--- src/rtl/uart_tx_scheduler.sv ---
// Two-requester UART transmitter: round-robin arbitration, one bit per CLK, registered outputs.
// Define UART_TX_SCHED_TWO_STOP_EN for two stop bits.
module uart_tx_scheduler #(
    parameter int WIDTH = 8
) (
    input  logic             CLK,
    input  logic             RST,
    input  logic             REQ0_VALID,
    input  logic [WIDTH-1:0] REQ0_DATA,
    input  logic             REQ1_VALID,
    input  logic [WIDTH-1:0] REQ1_DATA,
    input  logic             PAR_EN,
    input  logic             PAR_TYPE,
    output logic             REQ0_ACK,
    output logic             REQ1_ACK,
    output logic             TX_OUT,
    output logic             BUSY,
    output logic             GRANT_ID
);
    localparam int CW = $clog2(WIDTH);

    typedef enum logic [2:0] {S_IDLE, S_START, S_DATA, S_PARITY, S_STOP} state_t;

    state_t           r_state, w_state_nxt;
    logic [CW-1:0]    r_cnt, w_cnt_nxt;
    logic [WIDTH-1:0] r_data;
    logic             r_par_en, r_par_type;
    logic             r_prio;
    logic             r_grant, r_ack0, r_ack1, r_tx, r_busy;
    logic             w_stop_last, w_accept, w_win, w_tx_nxt;

`ifdef UART_TX_SCHED_TWO_STOP_EN
    logic r_stop_cnt;
    assign w_stop_last = r_stop_cnt;

    always_ff @(posedge CLK or negedge RST) begin
        if (!RST) r_stop_cnt <= 1'b0;
        else      r_stop_cnt <= (r_state == S_STOP) ? ~r_stop_cnt : 1'b0;
    end
`else
    assign w_stop_last = 1'b1;
`endif

    // Acceptance happens from IDLE or on the last stop cycle, giving back-to-back frames.
    assign w_accept = ((r_state == S_IDLE) || ((r_state == S_STOP) && w_stop_last))
                      && (REQ0_VALID || REQ1_VALID);
    // r_prio holds the favoured requester for a tie.
    assign w_win    = (REQ0_VALID && REQ1_VALID) ? r_prio : REQ1_VALID;

    always_comb begin
        w_state_nxt = r_state;
        w_cnt_nxt   = r_cnt;
        w_tx_nxt    = 1'b1;
        case (r_state)
            S_IDLE:   if (w_accept) w_state_nxt = S_START;
            S_START: begin
                w_state_nxt = S_DATA;
                w_cnt_nxt   = '0;
            end
            S_DATA: begin
                if (r_cnt == CW'(WIDTH - 1)) begin
                    w_cnt_nxt   = '0;
                    w_state_nxt = r_par_en ? S_PARITY : S_STOP;
                end else begin
                    w_cnt_nxt = r_cnt + 1'b1;
                end
            end
            S_PARITY: w_state_nxt = S_STOP;
            S_STOP: begin
                if (w_stop_last) w_state_nxt = w_accept ? S_START : S_IDLE;
            end
            default:  w_state_nxt = S_IDLE;
        endcase
        // TX is registered, so it is derived from the state being entered.
        case (w_state_nxt)
            S_START:  w_tx_nxt = 1'b0;
            S_DATA:   w_tx_nxt = r_data[w_cnt_nxt];
            S_PARITY: w_tx_nxt = (^r_data) ^ r_par_type;
            default:  w_tx_nxt = 1'b1;
        endcase
    end

    always_ff @(posedge CLK or negedge RST) begin
        if (!RST) begin
            r_state <= S_IDLE;
            r_cnt   <= '0;
        end else begin
            r_state <= w_state_nxt;
            r_cnt   <= w_cnt_nxt;
        end
    end

    always_ff @(posedge CLK or negedge RST) begin
        if (!RST) begin
            r_data     <= '0;
            r_par_en   <= 1'b0;
            r_par_type <= 1'b0;
            r_prio     <= 1'b0;
            r_grant    <= 1'b0;
            r_ack0     <= 1'b0;
            r_ack1     <= 1'b0;
            r_tx       <= 1'b1;
            r_busy     <= 1'b0;
        end else begin
            r_ack0 <= w_accept && !w_win;
            r_ack1 <= w_accept && w_win;
            r_tx   <= w_tx_nxt;
            r_busy <= (w_state_nxt != S_IDLE);
            if (w_accept) begin
                r_data     <= w_win ? REQ1_DATA : REQ0_DATA;
                r_par_en   <= PAR_EN;
                r_par_type <= PAR_TYPE;
                r_grant    <= w_win;
                r_prio     <= ~w_win;
            end
        end
    end

    assign REQ0_ACK = r_ack0;
    assign REQ1_ACK = r_ack1;
    assign TX_OUT   = r_tx;
    assign BUSY     = r_busy;
    assign GRANT_ID = r_grant;
endmodule

--- config.mk ---
export PLATFORM = sky130hd
export DESIGN_NAME = uart_tx_scheduler
export DESIGN_NICKNAME = d
export VERILOG_FILES = /design/src/rtl/uart_tx_scheduler.sv
export SDC_FILE = /design/constraint.sdc
export NUM_CORES = 1
export LEC_CHECK = 0
export CELL_PAD_IN_SITES_DETAIL_PLACEMENT = 1
export CELL_PAD_IN_SITES_GLOBAL_PLACEMENT = 2
export CORE_ASPECT_RATIO = 0.75
export CORE_MARGIN = 5
export CORE_UTILIZATION = 33
export DETAILED_ROUTE_END_ITERATION = 8
export PLACE_DENSITY_LB_ADDON = 0.15
export SKIP_CTS_REPAIR_TIMING = 1
export SYNTH_ARGS = -nofsm -noshare
export SYNTH_HDL_FRONTEND = slang
export SYNTH_SLANG_ARGS = --single-unit
--- constraint.sdc ---
create_clock -name CLK -period 5.8 [get_ports CLK]
set_clock_uncertainty 0.15 [all_clocks]
set_input_delay 1.74 -clock CLK [delete_from_list [all_inputs] [get_ports CLK]]
set_output_delay 1.74 -clock CLK [all_outputs]
set_load 0.1 [all_outputs]
==> results of run 1 <==
## worst reg2reg max path: cells and delay by family, from the launching register on
kind                       cells  cell delay [ps]
AOI/OAI and AO/OA              4              700
adders and majority gates      2              450
DFF                            1              440
and+or+nand+nor                2              930
## area by class of cell
cell class	instances	area (sq um)
fill	356	1820
sequential	22	552
multi-input combinational	66	514
timing repair buffer	26	260
clock buffer	3	41.3
inverter	12	45.0
tap	40	50.0
clock inverter	1	30.0
## flip-flops by register name, indices dropped and copies added (netlist names)
name	count
r_data	8
r_cnt	3
r_state	3
BUSY	1
GRANT_ID	1
REQ0_ACK	1
REQ1_ACK	1
TX_OUT	1
r_par_en	1
r_par_type	1
r_prio	1
## worst max-delay path by stage
stage,from,endpoint
floorplan,REQ1_VALID,r_data[0]
global placement,REQ1_VALID,r_data[6]
detailed placement,REQ1_VALID,r_data[3]
CTS,REQ1_VALID,r_data[3]
global route,REQ1_VALID,r_data[3]
finish,REQ1_VALID,r_data[3]
## through the flow
step,util,hold WS [ps],setup slack (ps),power [mW]
after floorplan,-,291,3000,0.719
after global placement,0.429,314,1750,0.833
after detailed placement,0.429,319,1650,0.847
after CTS,0.451,339,1920,0.996
after global routing,0.451,358,1820,1.06
final,0.451,334,1940,0.984
## layer usage
layer	part of all wire	global-route usage	up-vias
met2	0.47	0.195	18
met1	0.47	0.182	423
met5	0	0	-
li1	-	-	429
met4	0.0059	0.0221	0
met3	0.050	0.0445	2
## synth_stat cells, drive strengths merged, types with 2 or more instances
library cell	number	area share
nor2b	3	0.017
buf	2	0.011
nand2b	3	0.017
a21o	3	0.020
inv	12	0.040
nor4b	2	0.015
nand2	3	0.0099
o2111a	2	0.020
o21ai	6	0.026
xnor2	7	0.054
nor2	2	0.0066
nor3b	3	0.020
dfrtp	21	0.46
ha	3	0.033
clkbuf	3	0.0099
mux2	2	0.020
a21oi	6	0.036
a222oi	8	0.071
## report_power, final
part | total [mW] | internal, mW | leakage, nW | switching (mW)
Combinational | 0.543 | 0.229 | 0.368 | 0.315
Clock | 0.143 | 0.0921 | 0.0357 | 0.0504
Sequential | 0.299 | 0.228 | 0.271 | 0.0704
Total | 0.984 | 0.549 | 0.675 | 0.435
## kinds of logic (layout without fill, tap and decap cells)
family	Yosys count	after routing	share of synthesized area
flops	22	22	0.486
compound gates	29	29	0.202
fa+ha+maj	3	3	0.0331
mux	2	2	0.0198
xor+xnor	8	8	0.0617
simple gates	24	24	0.137
buf+inv	17	42	0.0606
==> results.sh, run 1 <==
export IMPL_worst_slew_pin_slew_ps=978
export IMPL_path_cells="clkdlybuf4s50_1 -> o21ai_1 -> a21oi_1 -> a222oi_1 -> inv_1"
export IMPL_rr_startpoint="r_cnt[0]"
export IMPL_ff2ff_path_depth=8
export IMPL_clock_sinks=22
export IMPL_syn_area_sq_um=1130
export IMPL_num_rows=18
export IMPL_yosys_warnings=0
export IMPL_hold_class="flip-flop to flip-flop"
export IMPL_slowest_delay_ps=780
export IMPL_final_cell_mix="26 x clkdlybuf4s50_1, 21 x dfrtp_1, 12 x inv_1"
export IMPL_antenna_found_initial=0
export IMPL_min_delay_start="r_prio"
export IMPL_drive_gt1_frac=0.0692
export IMPL_critical_path_buf_inv_count=2
export IMPL_crit_path_end_kind="flip-flop"
export IMPL_hold_violations=0
export IMPL_ant_nets=0
export IMPL_p_leak_nw=0.675
export IMPL_rsz0062_at_grt="false"
export IMPL_postPlaceCellArea_sq_um=1420
export IMPL_layout_commonest_cell="clkdlybuf4s50_1"
export IMPL_dr_first_iter_drc_count=65
export IMPL_core_area_sq_um=3310
export IMPL_initial_core_util=0.343
export IMPL_cts_buffers=3
export IMPL_ctsRootBufferMaster="clkbuf_8"
export IMPL_cts_tree="done"
export IMPL_arrival_ps=3850
export IMPL_min_period_ps=3860
export IMPL_clkLatencyLatePin_ps=260
export IMPL_final_setup_tns_ps=0
export IMPL_vias=872
export IMPL_cpLargestDelayFamily="compound AO/OA/AOI/OAI gates"
export IMPL_overflow=0
export IMPL_ys_ff_latch=22
export IMPL_fin_nets=156
export IMPL_die_area_sq_um=4720
export IMPL_status="finished clean"
export IMPL_cp_depth=5
export IMPL_async_flop_share=1.00
export IMPL_cellPowerDensity_nw_per_um2=659
export IMPL_hpwlAfterDp_microns=2180
export IMPL_crit_required_ps=5790
export IMPL_stdcell_area_sq_um=1490
export IMPL_hold_path_depth=1
export IMPL_slew_headroom=0.343
export IMPL_grt_use_total=0.129
export IMPL_synth_ff_type="dfrtp_1"
export IMPL_gp_congestion=0.735
export IMPL_min_to="r_prio"
export IMPL_first_pass_iters=4
export IMPL_route_detailed_drc=0
export IMPL_critPathMaxFanout=14
export IMPL_avgSynthCellArea_sq_um=10.8
export IMPL_maxSlewViolCount=0
export IMPL_avgRoutedWirePerCell_microns=16.8
export IMPL_setup_viol=0
export IMPL_grt_pass1_vias=952
export IMPL_grt_pass1_wl_microns=4660
export IMPL_cts_buffer_depth=2
export IMPL_rr_endpoint="TX_OUT"
export IMPL_die_w_microns=77.7
export IMPL_yosysSeqAreaShare=0.486
export IMPL_synth_distinct_cells=35
export IMPL_synth_edff_count=0
export IMPL_path_class="primary input to flip-flop"
export IMPL_syn_inst=105
export IMPL_synth_nets=130
export IMPL_fin_crit_sh=0.666
export IMPL_fmax_ghz=0.259
export IMPL_post_drt_via_cell_ratio=5.13
export IMPL_clkTransAtPathRegs_ps=80
export IMPL_cap_violations=0
export IMPL_die_y_microns=60.8
export IMPL_diodes=0
export IMPL_r2r_slack_ps=3070
export IMPL_h_tree_depth=1
export IMPL_layout_cells_non_filler=170
export IMPL_dp_cells=166
export IMPL_slowest_stage="o21ai_1"
export IMPL_ios=27
export IMPL_peakVddDrop_v=0.000269
export IMPL_grt_max_degree=23
export IMPL_area_delta_synth_final_pct=31.5
export IMPL_cp_start_kind="primary input"
export IMPL_routed_wl_microns=2860
export IMPL_portBuffers=26
(Power assumes the default switching activity.)
==> inputs of run 2 (changes only) <==
--- a/config.mk
+++ b/config.mk
@@ -9,7 +9,7 @@
 export CELL_PAD_IN_SITES_GLOBAL_PLACEMENT = 2
 export CORE_ASPECT_RATIO = 0.75
 export CORE_MARGIN = 5
-export CORE_UTILIZATION = 33
+export CORE_UTILIZATION = 27
 export DETAILED_ROUTE_END_ITERATION = 8
 export PLACE_DENSITY_LB_ADDON = 0.15
 export SKIP_CTS_REPAIR_TIMING = 1
==> constraint.sdc (replaced) <==
create_clock -name CLK -period 3.1 [get_ports CLK]
set_clock_uncertainty 0.15 [all_clocks]
set_input_delay 0.93 -clock CLK [delete_from_list [all_inputs] [get_ports CLK]]
set_output_delay 0.93 -clock CLK [all_outputs]
set_load 0.1 [all_outputs]
==> results.sh, run 2 (synthesized netlist as in run 1, its figures left out) <==
export IMPL_crit_path_end_kind="flip-flop"
export IMPL_route_detailed_drc=0
export IMPL_final_cell_mix="21 x dfrtp_1, 21 x clkdlybuf4s50_1, 12 x inv_1"
export IMPL_slew_headroom=0.470
export IMPL_area_delta_synth_final_pct=33.4
export IMPL_critPathMaxFanout=9
export IMPL_whs_ps=330
export IMPL_routed_wl_microns=2860
export IMPL_cp_start_kind="flip-flop"
export IMPL_h_tree_depth=1
export IMPL_final_setup_tns_ps=0
export IMPL_cellPowerDensity_nw_per_um2=1210
export IMPL_initial_core_util=0.280
export IMPL_regMostFlops="r_data"
export IMPL_worst_slew_pin_slew_ps=795
export IMPL_first_pass_iters=5
export IMPL_place_ws_ps=308
export IMPL_grt_use_total=0.109
export IMPL_largest_register_ffs=8
export IMPL_cts_buffer_depth=2
export IMPL_reg_top3="r_data: 8 flops, r_cnt: 3 flops, r_state: 3 flops"
export IMPL_die_w_microns=84.9
export IMPL_path_class="flip-flop to flip-flop"
export IMPL_ctsRootBufferMaster="clkbuf_8"
export IMPL_antenna_found_initial=0
export IMPL_drive_gt1_frac=0.121
export IMPL_vias=890
export IMPL_hpwlAfterDp_microns=2220
export IMPL_peakVddDrop_v=0.000391
export IMPL_p_leak_nw=0.690
export IMPL_status="finished clean"
export IMPL_ios=27
export IMPL_grt_pass1_wl_microns=4800
export IMPL_fin_nets=158
export IMPL_cts_buffers=3
export IMPL_clkLatencyLatePin_ps=260
export IMPL_min_period_ps=2630
export IMPL_fin_crit_sh=0.847
export IMPL_clock_sinks=22
export IMPL_crit_required_ps=3160
export IMPL_rsz0062_at_grt="false"
export IMPL_overflow=0
export IMPL_die_area_sq_um=5610
export IMPL_num_rows=20
export IMPL_die_y_microns=66.1
export IMPL_dr_first_iter_drc_count=28
export IMPL_hold_violations=0
export IMPL_maxSlewViolCount=0
export IMPL_avgRoutedWirePerCell_microns=15.3
export IMPL_multi_input_area_sq_um=514
export IMPL_grt_max_degree=23
export IMPL_power_total_mw=1.83
export IMPL_portBuffers=26
export IMPL_hold_class="flip-flop to flip-flop"
export IMPL_grt_pass1_vias=979
export IMPL_core_area_sq_um=4050
export IMPL_cap_violations=0
export IMPL_regArea_sq_um=552
export IMPL_fillers=468
export IMPL_postPlaceCellArea_sq_um=1440
export IMPL_arrival_ps=2680
export IMPL_setup_ws_ps=474
export IMPL_ant_nets=0
export IMPL_fmax_ghz=0.381
export IMPL_clkTransAtPathRegs_ps=80
export IMPL_cts_tree="done"
export IMPL_stdcell_area_sq_um=1510
export IMPL_setup_viol=0
export IMPL_post_drt_via_cell_ratio=4.76
export IMPL_diodes=0
export IMPL_gp_congestion=0.762
-- run 2: path summary, 6_finish.rpt --
check | from | cells past startpoint | slack (ps) | end
worst max-delay path | r_cnt[0] | 8 | 470 | TX_OUT
worst min-delay path | r_prio | 1 | 330 | r_prio
worst max register to register | r_cnt[0] | 8 | 470 | TX_OUT
worst min register to register | r_prio | 1 | 330 | r_prio
max in group asynchronous | RST | 2 | 1650 | TX_OUT
min in group asynchronous | RST | 2 | 870 | r_par_type
-- run 2: final cells by class --
class | count | area share
clock inverter | 1 | 0.0198
multi-input combinational | 66 | 0.340
inverter | 12 | 0.0298
tap | 55 | 0.0455
sequential | 22 | 0.364
timing repair buffer | 28 | 0.174
clock buffer | 3 | 0.0273
-- run 2: routing by layer --
layer,routed length [microns],up-vias,part of all wire,track usage
li1,-,438,-,-
met1,1390,431,0.48,0.145
met2,1330,19,0.47,0.178
met3,123,2,0.043,0.0299
met4,19,0,0.0066,0.0237
met5,0,-,0,0
-- run 2: power by group --
group	internal, mW	switching, mW	total, mW
Sequential	0.427	0.129	0.556
Clock	0.172	0.0950	0.267
Combinational	0.427	0.577	1.00
-- run 2: critical path: stages, from the launching register on --
cell	delay, ps
dfrtp_1	430
ha_1	240
ha_1	210
or4b_4	530
a21oi_4	240
o21ai_0	140
o2111a_1	160
nor4_1	300
o31a_1	170
-- run 2: stage by stage --
| step | std cells | util |
|---|---|---|
| 6_report | 187 | 0.373 |
| 2_1_floorplan | 105 | - |
| 3_5_place_dp | 183 | 0.356 |
| 5_1_grt | 187 | 0.373 |
| 4_1_cts | 187 | 0.373 |
| 3_3_place_gp | 183 | 0.356 |
==> inputs of run 3 (changes only) <==
--- a/config.mk
+++ b/config.mk
@@ -9,7 +9,7 @@
 export CELL_PAD_IN_SITES_GLOBAL_PLACEMENT = 2
 export CORE_ASPECT_RATIO = 0.75
 export CORE_MARGIN = 5
-export CORE_UTILIZATION = 27
+export CORE_UTILIZATION = 30
 export DETAILED_ROUTE_END_ITERATION = 8
 export PLACE_DENSITY_LB_ADDON = 0.15
 export SKIP_CTS_REPAIR_TIMING = 1
==> constraint.sdc (replaced) <==
create_clock -name CLK -period 2.75 [get_ports CLK]
set_clock_uncertainty 0.15 [all_clocks]
set_input_delay 0.825 -clock CLK [delete_from_list [all_inputs] [get_ports CLK]]
set_output_delay 0.825 -clock CLK [all_outputs]
set_load 0.1 [all_outputs]
==> results.sh, run 3 (synthesized netlist as in run 1, its figures left out) <==
export IMPL_crit_top_cell="ha_1"
export IMPL_regArea_sq_um=552
export IMPL_path_class="flip-flop to flip-flop"
export IMPL_initial_core_util=0.310
export IMPL_wl_met2_microns=1480
export IMPL_crit_path_end_kind="flip-flop"
export IMPL_slew_headroom=0.459
export IMPL_fmax_ghz=0.380
export IMPL_path_cells="ha_1 -> ha_1 -> or4b_4 -> a21oi_4 -> o21ai_0 -> o2111a_1 -> nor4_4 -> o31a_1"
export IMPL_peakVddDrop_v=0.000681
export IMPL_critical_path_buf_inv_count=0
export IMPL_regMostFlops="r_data"
export IMPL_clock_sinks=22
export IMPL_clkLatencyLatePin_ps=260
export IMPL_fin_nets=162
export IMPL_ant_nets=0
export IMPL_place_ws_ps=90.8
export IMPL_final_setup_tns_ps=0
export IMPL_wl_met3_microns=116
export IMPL_status="finished clean"
export IMPL_overflow=0
export IMPL_reg_top3="r_data: 8 flops, r_cnt: 3 flops, r_state: 3 flops"
export IMPL_final_cell_mix="21 x dfrtp_1, 21 x clkdlybuf4s50_1, 12 x inv_1"
export IMPL_dr_first_iter_drc_count=100
export IMPL_stdcell_area_sq_um=1570
export IMPL_fin_crit_sh=0.958
export IMPL_avgRoutedWirePerCell_microns=16.5
export IMPL_fillers=423
export IMPL_die_area_sq_um=5130
export IMPL_r2r_slack_ps=120
export IMPL_clkTransAtPathRegs_ps=90
export IMPL_cts_buffer_depth=2
export IMPL_ctsRootBufferMaster="clkbuf_8"
export IMPL_min_period_ps=2630
export IMPL_core_area_sq_um=3660
export IMPL_cp_endpoint="TX_OUT"
export IMPL_met1_length_microns=1500
export IMPL_crit_required_ps=2810
export IMPL_highest_layer="met4"
export IMPL_p_leak_nw=0.715
export IMPL_ff2ff_path_depth=8
export IMPL_area_delta_synth_final_pct=38.3
export IMPL_post_drt_via_cell_ratio=4.97
export IMPL_setup_viol=0
export IMPL_rr_startpoint="r_cnt[0]"
export IMPL_cellPowerDensity_nw_per_um2=1410
export IMPL_slowest_delay_ps=560
export IMPL_grt_pass1_wl_microns=4710
export IMPL_cp_depth=8
export IMPL_gp_congestion=0.749
export IMPL_hold_class="flip-flop to flip-flop"
export IMPL_largest_register_ffs=8
export IMPL_die_y_microns=63.3
export IMPL_ios=27
export IMPL_cap_violations=0
export IMPL_rr_endpoint="TX_OUT"
export IMPL_postPlaceCellArea_sq_um=1450
export IMPL_dp_cells=181
export IMPL_worst_slew_pin_slew_ps=811
export IMPL_multi_input_area_sq_um=551
export IMPL_hold_violations=0
export IMPL_route_detailed_drc=0
export IMPL_maxSlewViolCount=0
export IMPL_grt_use_total=0.120
export IMPL_arrival_ps=2700
export IMPL_portBuffers=26
export IMPL_routed_wl_microns=3110
export IMPL_cp_startpoint="r_cnt[0]"
export IMPL_hpwlAfterDp_microns=2170
export IMPL_die_w_microns=81.0
export IMPL_h_tree_depth=1
export IMPL_cts_tree="done"
export IMPL_layout_cells_non_filler=188
export IMPL_setup_ws_ps=115
export IMPL_first_pass_iters=4
export IMPL_grt_pass1_vias=981
export IMPL_critPathMaxFanout=5
export IMPL_vias=935
export IMPL_drive_gt1_frac=0.169
export IMPL_antenna_found_initial=0
export IMPL_cp_start_kind="flip-flop"
export IMPL_slowest_stage="or4b_4"
export IMPL_diodes=0
export IMPL_cts_buffers=3
export IMPL_cpLargestDelayFamily="simple AND/OR/NAND/NOR gates"
export IMPL_grt_max_degree=23
export IMPL_num_rows=19
[run 3: changes by cell type in the layout (fill, tap and decap cells not counted), sizes merged]
| cell | delta |
|---|---|
| a21oi | +1 |
| buf | +3 |
[run 3: worst min-delay path by stage]
stage              from  cells past startpoint        to  slack, ps
3_3_place_gp   GRANT_ID                      1  GRANT_ID        310
4_1_cts          r_prio                      1    r_prio        330
5_1_grt          r_prio                      1    r_prio        350
3_5_place_dp     r_prio                      1    r_prio        310
6_report         r_prio                      1    r_prio        330
2_1_floorplan    r_prio                      1    r_prio        290
[run 3: area by class of cell]
type / instances / area share
Clock inverter: 1 / 0.0191
Inverter: 12 / 0.0287
Clock buffer: 3 / 0.0263
Tap cell: 52 / 0.0415
Multi-Input combinational cell: 67 / 0.351
Sequential cell: 22 / 0.352
Timing Repair Buffer: 31 / 0.182
[run 3: power by group]
| group | switching (mW) | leakage [nW] | total [mW] | internal, mW |
|---|---|---|---|---|
| clock | 0.111 | 0.0357 | 0.305 | 0.194 |
| combinational | 0.727 | 0.408 | 1.28 | 0.552 |
| sequential | 0.147 | 0.271 | 0.628 | 0.481 |
[run 3: metal layers]
layer,vias to the layer above,GRT usage
met4,0,0.0253
li1,442,-
met3,2,0.0370
met5,-,0
met2,21,0.179
met1,470,0.168
[run 3: per-stage QoR]
stage / util / hold slack [ps] / total power [mW]
after floorplan: - / 291 / 1.52
after global placement: 0.395 / 310 / 1.78
after detailed placement: 0.395 / 310 / 1.79
after CTS: 0.415 / 331 / 2.11
after global routing: 0.429 / 345 / 2.37
final: 0.429 / 327 / 2.21
==> patch 1 (flow settings as in run 3) <==
Re-encode `state_t` (5 states) as one-hot, 5 bits wide.
--- a/src/rtl/uart_tx_scheduler.sv
+++ b/src/rtl/uart_tx_scheduler.sv
@@ -19,7 +19,7 @@
 );
     localparam int CW = $clog2(WIDTH);
 
-    typedef enum logic [2:0] {S_IDLE, S_START, S_DATA, S_PARITY, S_STOP} state_t;
+    typedef enum logic [4:0] {S_IDLE = 5'b00001, S_START = 5'b00010, S_DATA = 5'b00100, S_PARITY = 5'b01000, S_STOP = 5'b10000} state_t;
 
     state_t           r_state, w_state_nxt;
     logic [CW-1:0]    r_cnt, w_cnt_nxt;
Check against the original RTL: no difference found for any inputs over 10 cycles, from zero or initial values and one cycle with RST low; not proved beyond that.
==> patch 1 against run 3 <==
  * Design area up 5.1%
  * Largest cell class is now multi-input combinational cells
  * Sequential power rose by 4.8%
  * Final cell count grew 9.0%
  * Routed wire length grew 2.2%
  * Sequential cell count grew 2
  * Area after synthesis rose by 13%
  * Clock power increased by 3%
  * Power decreased by 5.9%
  * Largest power group unchanged
  * Setup slack gained 330 ps
  * First-iteration DRC count is 68% lower
==> patch 1: results (changes against run 3) <==
metric,value,unit,change
FF-to-FF Start,r_state[4],,was r_cnt[0]
global-route wire length before repair,5.47,mm,was 4.71 mm
vias post-DR,1014,,was 935
Largest regs,"r_data: 8 flops, r_state: 5 flops, r_cnt: 3 flops",,"was r_data: 8 flops, r_cnt: 3 flops, r_state: 3 flops"
internal power,1.16,mW,was 1.23 mW
vias in the first global route,1090,,was 981
layout cell share with drive strength beyond 1,0.173,,was 0.169
post-synthesis mux area share,0.0760,,was 0.0198
compound-cell area share of the yosys netlist,0.153,,was 0.202
met1 Resource Use GR,0.177,,was 0.168
global routing usage on met3,0.0346,,was 0.0370
M2 GR Usage,0.192,,was 0.179
Mapped Nets,147,,was 130
CP max-delay cell,dfrtp_1,,was or4b_4
post-synthesis adder-cell area fraction,0.0195,,was 0.0331
sequential area share after synthesis,0.470,,was 0.486
Synth cell types,38,,was 35
post-placement setup slack,245,ps,was 90.8 ps
hold wc startpoint,GRANT_ID,,was r_prio
Peak VDD IR,0.776,mV,was 0.681 mV
routed wire length,3.17,mm,was 3.11 mm
status,finished clean,,unchanged
filler cell count,476,,was 423
DP HPWL,2.44,mm,was 2.17 mm
P_comb,1.11,mW,was 1.28 mW
Layout Nets,175,,was 162
Synth async-reset ratio,1.00,,unchanged
Slowest Stage Delay on Critical Path,470,ps,was 560 ps
Detailed Route Iter0 Violations,32,,was 100
most frequent cells after synthesis,"dfrtp_1 (22), nand2_1 (19), a22oi_1 (9), xnor2_1 (9), nor2_1 (8)",,"was dfrtp_1 (21), inv_1 (12), a222oi_1 (8), xnor2_1 (7)"
Tightest Pin Transition,586,ps,was 811 ps
Clock power frac,0.150,,was 0.138
Worst Hold Path EP,GRANT_ID,,was r_prio
critical path arrival,2370,ps,was 2700 ps
xor-xnor portion of the synthesized cell area,0.0682,,was 0.0617
largest net degree at the start of global routing,25,,was 23
cell depth of the worst flop-to-flop path,6,,was 8
Crit Path Max Fanout,6,,was 5
## patch 1: cell types whose count changed in the layout (fill, tap and decap cells not counted), sizes merged, moves of 6 or more
cell,run 3,this run
mux2i,0,6
nor2,2,8
a22oi,0,9
nand2,3,19
a222oi,8,0
inv,12,4
## patch 1: metrics by stage
step	std cells	power, mW	hold WS, ps	util	instance area [µm²]
finish	205	2.08	345	0.402	1650
global route	205	2.24	384	0.402	1650
CTS	205	2.11	348	0.402	1650
detailed placement	201	1.78	317	0.384	1580
global placement	201	1.75	315	0.384	1580
floorplan	123	1.54	309	-	1280
## patch 1: final cells by class
| cell class | instances | share of cell area |
|---|---|---|
| clock inverter | 1 | 0.0182 |
| timing repair buffer | 30 | 0.168 |
| clock buffer | 3 | 0.0250 |
| sequential | 24 | 0.366 |
| tap | 55 | 0.0417 |
| multi-input combinational | 88 | 0.372 |
| inverter | 4 | 0.00910 |
## patch 1: metal layers
metal	up-vias	routed length, µm
li1	482	-
met1	510	1570
met2	20	1450
met3	2	143
met4	0	12
met5	-	0
==> patch 2 (settings of run 3) <==
Without the edit above. Set the parameter `WIDTH` to 16 (it was 8).
--- a/src/rtl/uart_tx_scheduler.sv
+++ b/src/rtl/uart_tx_scheduler.sv
@@ -1,7 +1,7 @@
 // Two-requester UART transmitter: round-robin arbitration, one bit per CLK, registered outputs.
 // Define UART_TX_SCHED_TWO_STOP_EN for two stop bits.
 module uart_tx_scheduler #(
-    parameter int WIDTH = 8
+    parameter int WIDTH = 16
 ) (
     input  logic             CLK,
     input  logic             RST,
Ports: changed (resized REQ0_DATA and REQ1_DATA); port bits go from 27 to 43. No check against the original RTL was run, so the function may have changed too.
==> patch 2 against run 3 <==
  * Setup slack gained 120 ps
  * Maximum frequency grew 4.6%
  * Sequential power grew 54%
  * Sequential cell count grew 9
  * Area after synthesis grew 62%
  * Routed wire length grew 78%
  * Global-route usage grew 2.8 points
  * Count of clock-buffer cells in the layout grew 3
  * Power grew 67%
  * Register-to-register slack gained 130 ps
  * Clock power grew 15%
  * Design area grew 56%
  * Synthesized cell count grew 75%
  * Critical path type is now input port to flop
  * Largest power group unchanged
==> patch 2: results (changes against run 3) <==
metric,value,unit,change
FF-to-FF Start,r_state[1],,was r_cnt[0]
Crit. Startpoint,REQ0_VALID,,was r_cnt[0]
Layout Nets,270,,was 162
Largest regs,"r_data: 16 flops, r_cnt: 4 flops, r_state: 3 flops",,"was r_data: 8 flops, r_cnt: 3 flops, r_state: 3 flops"
dpl cell area,2350,µm²,was 1450 µm²
PortBufs,42,,was 26
Syn. warnings,0,,unchanged
Num CTS Buffers,5,,was 3
Mapped Nets,223,,was 130
Via density,5.30,,was 4.97
Worst-path clk slew,70,ps,was 90 ps
Area contributors post-synth,"dfrtp_1 (41%), a222oi_1 (8.7%), xnor2_1 (6.2%)",,"was dfrtp_1 (46%), a222oi_1 (7.1%), xnor2_1 (5.4%)"
DP HPWL,4.36,mm,was 2.17 mm
vias in the first global route,1769,,was 981
Setup CP Type,input port to flop,,was flop to flop
LEAKAGE,1.06,nW,was 0.715 nW
Tightest Pin Transition,839,ps,was 811 ps
Detailed Route Iter0 Violations,150,,was 100
layout cell share with drive strength beyond 1,0.142,,was 0.169
reg2reg setup slack,250,ps,was 120 ps
largest net degree at the start of global routing,32,,was 23
Synth cell types,51,,was 35
gp weighted congestion,0.746,,was 0.749
status,finished clean,,unchanged
Max H-tree Level,2,,was 1
cell depth of the worst flop-to-flop path,7,,was 8
routed wire length,5.52,mm,was 3.11 mm
root buffer cell,clkbuf_8,,unchanged
initial antenna violation count,0,,unchanged
Crit Path Max Fanout,7,,was 5
Sw Ratio,0.488,,was 0.445
global-route wire length before repair,9.06,mm,was 4.71 mm
Synth async-reset ratio,1.00,,unchanged
Peak VDD IR,0.393,mV,was 0.681 mV
worst-skew pair later-pin latency,280,ps,was 260 ps
Slew Limit Fails,0,,unchanged
1st-pass router iterations,5,,was 4
most frequent cells after synthesis,"dfrtp_1 (30), inv_1 (21), a222oi_1 (16), xnor2_1 (13), nor2_1 (10)",,"was dfrtp_1 (21), inv_1 (12), a222oi_1 (8), xnor2_1 (7)"
sequential area share after synthesis,0.423,,was 0.486
clock buffer depth,2,,unchanged
GRT Util Overall,0.147,,was 0.120
patch 2: cells by family (layout without fill, tap and decap cells):
logic type,count (synthesis),after routing,share of synthesized area
AOI/OAI and AO/OA,57,57,0.263
xor gates and xnor gates,17,17,0.0852
adders and majority gates,1,1,0.00681
buffers and inverters,32,80,0.0729
DFF,31,31,0.423
muxes,6,6,0.0341
and+or+nand+nor,40,40,0.115
patch 2: worst min-delay path by stage:
stage	from	slack (ps)	end	cells after the start
global placement	r_prio	310	r_prio	1
detailed placement	r_prio	310	r_prio	1
CTS	r_prio	340	r_prio	1
floorplan	r_prio	290	r_prio	1
global route	GRANT_ID	360	GRANT_ID	1
finish	r_prio	340	r_prio	1
patch 2: area by class of cell:
class                   instances  area [µm²]
repair buffers                 50         468
well taps                      78        97.6
clock buffers                   6        72.6
clock inverters                 2        12.5
flip-flops and latches         31         777
multi-input cells             121         930
inverters                      22        82.6
fillers                       694        3450
patch 2: power by group through the flow:
stage,clock [mW],combinational (mW),sequential [mW]
2_1_floorplan,0,1.66,1.08
3_3_place_gp,0,2.30,0.962
3_5_place_dp,0,2.38,0.979
4_1_cts,0.365,2.39,0.970
5_1_grt,0.388,2.57,1.00
6_report,0.352,2.37,0.970
patch 2: routing by layer:
metal / global-route usage / routed length [µm] / vias up
li1: - / - / 784
met5: 0 / 0 / -
met2: 0.234 / 2520 / 35
met3: 0.0394 / 226 / 5
met4: 0.0296 / 40 / 0
met1: 0.202 / 2730 / 818
patch 2: worst max-delay path: stages:
cell and delay [ps]:
clkdlybuf4s50_1 430, o21ai_1 280, buf_4 230, nand2_1 120, or2_1 250, o32a_1 370
o211ai_2 70
patch 2: per-stage QoR:
| stage | hold WS, ps | instances | worst slack, ps | TNS [ps] |
|---|---|---|---|---|
| after floorplan | 291 | 184 | 516 | 0 |
| after global placement | 308 | 302 | -142 | -2040 |
| after detailed placement | 312 | 302 | -344 | -4740 |
| after CTS | 338 | 310 | -50.3 | -54.1 |
| after global routing | 360 | 310 | 124 | 0 |
| final | 336 | 310 | 231 | 0 |
